## src/rtl/sparse_index_scheduler.sv

```systemverilog
// Walks a 32-bit mask highest-set-bit first, issuing one index beat per cycle
// over valid/ready; each mask's tag rides on all of its beats.
module sparse_index_scheduler #(
   parameter int TAG_W = 8
) (
   input  logic             clk,
   input  logic             reset,
   input  logic             in_valid,
   output logic             in_ready,
   input  logic [31:0]      in_mask,
   input  logic [TAG_W-1:0] in_tag,
   output logic             out_valid,
   input  logic             out_ready,
   output logic [4:0]       out_idx,
   output logic [TAG_W-1:0] out_tag,
   output logic [4:0]       out_seq,
   output logic             out_last,
   output logic             out_empty,
   output logic             busy
);

   typedef enum logic {IDLE, ISSUE} state_t;

   state_t           state_q, state_d;
   logic [31:0]      mask_q, mask_d;
   logic [TAG_W-1:0] tag_q, tag_d;
   logic [4:0]       seq_q, seq_d;
   logic             empty_q, empty_d;

   logic [5:0]  lz;
   logic [31:0] mask_clr;
   logic        issuing, hs, last_w, accept;

   // Leading-zero count, 32 for an all-zero word.
   function automatic logic [5:0] leading_zero32(input logic [31:0] v);
      logic [5:0] n;
      n = 6'd32;
      for (int i = 0; i < 32; i++)
         if (v[i]) n = 6'(31 - i);
      return n;
   endfunction

   always_comb begin
      lz       = leading_zero32(mask_q);
      issuing  = (state_q == ISSUE);
      // Gate to 0 when idle or empty: the raw 31-lz wraps to 31 on a zero mask.
      out_idx  = (issuing && !empty_q) ? 5'(6'd31 - lz) : 5'd0;
      mask_clr = mask_q & ~(32'd1 << out_idx);
      last_w   = issuing & (empty_q | (mask_clr == 32'd0));
      hs       = issuing & out_ready;
      in_ready = !reset & (!issuing | (hs & last_w));
      accept   = in_valid & in_ready;
   end

   assign out_valid = issuing;
   assign out_tag   = tag_q;
   assign out_seq   = seq_q;
   assign out_last  = last_w;
   assign out_empty = empty_q & issuing;
   assign busy      = issuing;

   always_comb begin
      state_d = state_q;
      mask_d  = mask_q;
      tag_d   = tag_q;
      seq_d   = seq_q;
      empty_d = empty_q;
      if (accept) begin
         // Covers both the idle load and the bubble-free reload on a last beat.
         state_d = ISSUE;
         mask_d  = in_mask;
         tag_d   = in_tag;
         seq_d   = 5'd0;
         empty_d = (in_mask == 32'd0);
      end else if (hs) begin
         if (last_w) begin
            state_d = IDLE;
            mask_d  = 32'd0;
            empty_d = 1'b0;
         end else begin
            mask_d = mask_clr;
            seq_d  = seq_q + 5'd1;
         end
      end
   end

   always_ff @(posedge clk) begin
      if (reset) begin
         state_q <= IDLE;
         mask_q  <= 32'd0;
         tag_q   <= '0;
         seq_q   <= 5'd0;
         empty_q <= 1'b0;
      end else begin
         state_q <= state_d;
         mask_q  <= mask_d;
         tag_q   <= tag_d;
         seq_q   <= seq_d;
         empty_q <= empty_d;
      end
   end

endmodule
```

## config.mk

```make
export PLATFORM = sky130hd
export DESIGN_NAME = sparse_index_scheduler
export DESIGN_NICKNAME = d
export VERILOG_FILES = /design/src/rtl/sparse_index_scheduler.sv
export SDC_FILE = /design/constraint.sdc
export NUM_CORES = 1
export LEC_CHECK = 0
export BUFFER_PORTS_ARGS = -buffer_cell sky130_fd_sc_hd__buf_2
export CAP_MARGIN = 0
export CELL_PAD_IN_SITES_DETAIL_PLACEMENT = 1
export CELL_PAD_IN_SITES_GLOBAL_PLACEMENT = 1
export CORE_ASPECT_RATIO = 1.5
export CORE_UTILIZATION = 41
export DETAILED_ROUTE_END_ITERATION = 8
export PLACE_DENSITY = 0.86
export REMOVE_ABC_BUFFERS = 1
export SLEW_MARGIN = 20
export SYNTH_ARGS = -nofsm -noshare
export SYNTH_HDL_FRONTEND = slang
export SYNTH_SLANG_ARGS = --single-unit
```

## constraint.sdc

```tcl
create_clock -name clk -period 4.5 [get_ports clk]
set_clock_uncertainty 0.1 [all_clocks]
set_input_delay 0.225 -clock clk [delete_from_list [all_inputs] [get_ports clk]]
set_output_delay 0.225 -clock clk [all_outputs]
set_load 0.03 [all_outputs]
```

# --- Word level (Yosys, flattened, before mapping) ---
# Index checks and enable logic that the tools add are counted.
totals:
  regBits: 47
  in_bits: 44
  out_inout_bits: 23
  elab_cells: 70
op_classes:
  n_addsub: 2
  n_shift: 1
  n_mux: 40
  bitwise_logic: 11
  n_reduce_logical: 11
op_table:
  columns: ["cell", "count"]
  rows:
  - ["2-to-1 mux 5 bit", 33]
  - ["2-to-1 mux 32 bit", 3]
  - ["zero test 32 bit", 2]
  - ["bitwise AND 32 bit", 1]
  - ["NOT 32 bit", 1]
  - ["<< shifter 1 x 5 -> 32 bit (first input constant)", 1]
  - ["bitwise AND 1 bit", 6]
  - ["adder 5 x 1 -> 5 bit (second input constant)", 1]
  - ["subtractor 5 bit (first input constant)", 1]
  - ["2-to-1 mux 1 bit", 4]
  - ["AND reduction 2 bit", 2]
  - ["nonzero test 2 bit", 2]
  - ["zero test 1 bit", 3]
  - ["bitwise OR 1 bit", 2]
  - ["OR reduction 2 bit", 1]
  - ["logical AND 1 bit", 1]
  - ["NOT 1 bit", 1]

# --- Depth between registers and ports, before layout ---
depth:
  depth_word: 46
  mapped_depth: 17
  ltp_nobuf: 12

# --- Worst setup path before layout ---
# OpenSTA, ideal clock, no wires.
synth_timing:
  path_kind: "flip-flop to output port"
  from: "register state_q (netlist: busy)"
  to: "output in_ready"
  t_arrival_ns: 4.069
  required_time_ns: 4.175
  setup_slack_ns: 0.106
  path_stages_with_launch: 15
  n_path_buf: 3
  cell_sequence: "dfxtp_1 -> clkbuf_1 -> nor2b_1 -> clkbuf_1 -> o31ai_1 -> a311o_1 -> o21a_1 -> clkbuf_1 -> o41ai_1 -> nand4_1 -> or3_1 -> nor4_4 -> and2_1 -> o21ai_0 -> a21oi_1"
synth_via:
  elab_chain_cells: 11
synth_rtl:
  columns: ["item", "line_no", "source"]
  rows:
  - ["from (decl)", "24", "state_t state_q, state_d;"]
  - ["from (signal assigned)", "95", "state_q <= state_d;"]
  - ["logical AND 1 bit", "47", "out_idx = (issuing && !empty_q) ? 5'(6'd31 - lz) : 5'd0;"]
  - ["2-to-1 mux 5 bit", "47", null]
  - ["<< shifter 1 x 5 -> 32 bit", "48", "mask_clr = mask_q & ~(32'd1 << out_idx);"]
  - ["NOT 32 bit", "48", null]
  - ["bitwise AND 32 bit", "48", null]
  - ["zero test 32 bit", "49", "last_w = issuing & (empty_q | (mask_clr == 32'd0));"]
  - ["bitwise OR 1 bit", "49", null]
  - ["bitwise AND 1 bit", "49", null]
  - ["bitwise AND 1 bit", "51", "in_ready = !reset & (!issuing | (hs & last_w));"]
  - ["bitwise OR 1 bit *", "51", null]
  - ["bitwise AND 1 bit *", "51", null]
  - ["to (decl)", "9", "output logic in_ready,"]
# Mark *: on every way between the ends. The rest lies on a longest branch, timed or not.

# --- Worst setup path in the final report ---
layout_timing:
  from: "register mask_q[1]"
  to: "output in_ready"
layout_via:
  elab_chain_cells: 42
layout_rtl:
  columns: ["item", "line_no", "source"]
  rows:
  - ["from (decl)", "25", "logic [31:0] mask_q, mask_d;"]
  - ["from (signal assigned)", "96", "mask_q <= mask_d;"]
  - ["2-to-1 mux 5 bit (31 in series)", "39", "if (v[i]) n = 6'(31 - i);"]
  - ["subtractor 5 bit", "47", null]
  - ["2-to-1 mux 5 bit", "47", null]
  - ["<< shifter 1 x 5 -> 32 bit", "48", null]
  - ["NOT 32 bit", "48", null]
  - ["bitwise AND 32 bit *", "48", null]
  - ["zero test 32 bit *", "49", null]
  - ["bitwise OR 1 bit *", "49", null]
  - ["bitwise AND 1 bit *", "49", null]
  - ["bitwise AND 1 bit *", "51", null]
  - ["bitwise OR 1 bit *", "51", null]
  - ["bitwise AND 1 bit *", "51", null]
# Marks and branches as above.

==> impl_metrics.py <==
metrics = {
    "setup_path": {
        "setup.worst_path.class": "flop to output port",
        "cp.arrival_ns": 4.05,
        "reg2reg_depth": 14,
        "endpoint_kind": "output port",
        "crit_path_max_fanout": 7,
        "critical_path_required_ns": 4.18,
        "r2r_slack_ns": 0.15,
        "critPathLaunchType": "flop",
    },
    "place": {
        "portBuffers": 66,
        "place_ws_ns": -0.0896,
        "gp_congestion": 1.07,
        "placed_area_mm2": 0.00442,
        "dpl.hpwl_um": 14200,
        "dp_cells": 691,
    },
    "cells_and_area": {
        "instances_no_fill": 705,
        "fin_util_pct": 56.6,
        "area_growth_pct": 33.1,
        "drive_above_1_share_pct": 30.4,
        "fin_area_mm2": 0.00476,
        "diodes": 0,
        "nets": 643,
    },
    "sta": {
        "max_freq_mhz": 228,
        "min_period_ns": 4.38,
        "slew_viol_final": 0,
        "period_share_pct": 97.3,
        "maxSlewHeadroom_pct": 24.8,
        "fin_setup_tns_ns": 0,
        "hold_violations": 0,
        "fin_ws_ns": 0.123,
        "max_slew.worst_pin.slew_ns": 1.12,
        "setup_viol": 0,
        "rsz0062_at_grt": "false",
    },
    "floorplanning": {
        "start_util_pct": 42.5,
        "die_y_um": 116,
        "ioPinCount": 67,
        "die_w_um": 78.3,
        "coreArea_mm2": 0.00841,
        "num_rows": 41,
        "die-area_mm2": 0.00911,
    },
    "drt": {
        "num_vias": 4708,
        "wl_per_cell_um": 26.1,
        "ant_nets": 0,
        "dr.pass1.iters": 5,
        "drc": 0,
        "vias_per_cell": 6.68,
        "drt_iter0_markers": 493,
        "wl_um": 18400,
    },
    "logic_synthesis": {
        "synth_area_mm2": 0.00358,
        "ys_seq_area_share_pct": 26.3,
        "synth_area_leaders": "dfxtp_1, a21oi_1, nor2_1",
        "synth_cells": 487,
        "synth_ff_type": "dfxtp_1",
        "synth_top_cell_area_share_pct": 26.3,
        "ys_seq_elements": 47,
        "synth-async-reset-ratio_pct": 0,
        "yosysTopAreaCell": "dfxtp_1",
        "synth.distinct_cells": 62,
        "ys_warn_count": 0,
        "synth_edf_count": 0,
        "synth_area_per_cell_um2": 7.35,
    },
    "cts": {
        "cts_root_buffer": "clkbuf_16",
        "cts_num_sinks": 47,
        "clkLatencyLatePin_ns": 0.29,
        "clockBufferDepth": 2,
        "cts.clk_slew.worst_paths_ns": 0.07,
        "cts_tree": "built",
        "numCtsBuffers": 5,
        "cts_max_level": 2,
    },
    "power": {
        "p_leak_nw": 1.98,
        "power_density_mw_per_mm2": 359,
        "irDropWorstVdd_mv": 0.242,
    },
    "global_route": {
        "met2_usage_pct": 71.1,
        "antenna_found_initial": 0,
        "grt_use_met3_pct": 7.11,
        "grt_pass1_vias": 4763,
        "grt_start_max_net_pins": 48,
        "grt_pass1_wl_um": 27400,
        "grt_usage_pct": 41.0,
        "grtUsageMet1_pct": 44.5,
        "busiest_layer": "met2",
        "grt-ovfl-total": 0,
    },
    "hold_path": {
        "min_path_type": "input port to flop",
        "hold_depth": 3,
    },
    "outcome": {
        "status": "finished clean",
    },
    "job": {
        "maxCapViolations": 0,
    },
}
## cell usage in the layout, fill, tap and decap left out, types with 10 or more instances in the layout
master,n
a21oi_1,36
buf_2,65
buf_4,69
dfxtp_1,41
inv_1,30
mux2i_1,14
nand2_1,44
nand3_1,29
nand4_1,14
nor2_1,48
nor2b_1,10
nor4_1,15
o21ai_0,17
o32ai_1,16
## logic make-up after synthesis
family,share of synthesized area [%]
xor+xnor,0.979
buf+inv,7.10
compound gates,27.5
flops,26.3
fa+ha+maj,0.350
mux,5.18
simple gates,32.6
## state kept, by name, summed over array words and instances, names as in the netlist
| register | cells |
|---|---|
| out_tag | 8 |
| mask_q | 32 |
| busy | 1 |
| empty_q | 1 |
| out_seq | 5 |
## routing by layer
layer  vias up  wire length [um]
li1       2056                 -
met1      2257              6530
met2       296              9040
met3        99              1370
met4         0              1450
met5         -                 0
## critical path, stage by stage, from the launching register on
cell	delay, ns
dfxtp_4	0.39
or4_4	0.55
nor4_4	0.43
buf_4	0.21
o31ai_4	0.11
inv_2	0.08
buf_4	0.15
nand3_1	0.13
a221o_1	0.36
or3_4	0.35
nor4_4	0.39
and2_4	0.22
o21ai_2	0.06
a21oi_2	0.14
buf_4	0.18
## final timing paths
path                 to       start
max            in_ready   mask_q[1]
min          out_tag[4]   in_tag[4]
max reg2reg     empty_q   mask_q[1]
min reg2reg  out_tag[4]  out_tag[4]
## power by group
part | internal (mW) | total, mW | switching (mW)
sequential | 0.446 | 0.496 | 0.0496
combinational | 0.292 | 0.789 | 0.498
clock | 0.260 | 0.425 | 0.165
total | 0.998 | 1.71 | 0.712
## timing repair
action,CTS,global route
hold buffers,0,0
setup endpoints to repair,32,4
pin swaps,1,14
resized for setup,8,27
hold endpoints to repair,0,0
buffers inserted,1,6
## synthesized netlist by cell type (2+ instances only)
library cell	count
o31ai_1	6
a2111oi_0	5
nand2b_1	7
or4_1	8
or4_4	3
mux2_2	4
nor4_1	17
o211ai_1	4
nand2_1	44
and2_1	3
mux2i_1	14
a221oi_1	2
o21ai_0	19
or3_1	6
a31oi_1	7
xnor2_1	4
o2111ai_1	3
a221o_1	3
nor4_4	3
nor2_1	48
nor3b_1	3
nand4_1	14
nor3_1	7
buf_2	5
a21oi_1	38
a311o_1	2
or2_0	3
inv_1	31
a21boi_0	4
or2_2	2
o32ai_1	16
nand3_1	31
a21o_1	2
a211oi_1	3
clkbuf_1	25
dfxtp_1	47
nor2b_1	10
nor4b_1	2
o41ai_1	7
a22o_1	3
## stage by stage
step | hold WS (ns) | total power, mW
floorplan | 0.194 | 0.875
global placement | 0.354 | 1.21
detailed placement | 0.365 | 1.22
CTS | 0.0611 | 1.66
global route | 0.0719 | 1.77
finish | 0.0689 | 1.71
## cell type report
| cell class | count | area, um^2 |
|---|---|---|
| tap | 107 | 134 |
| clock buffer | 6 | 129 |
| timing repair buffer | 136 | 883 |
| multi-input combinational | 375 | 2500 |
| sequential | 47 | 958 |
| clock inverter | 1 | 30.0 |
| fill | 1086 | 3650 |
| inverter | 33 | 124 |
No activity file was read; power rests on OpenSTA's default activity.
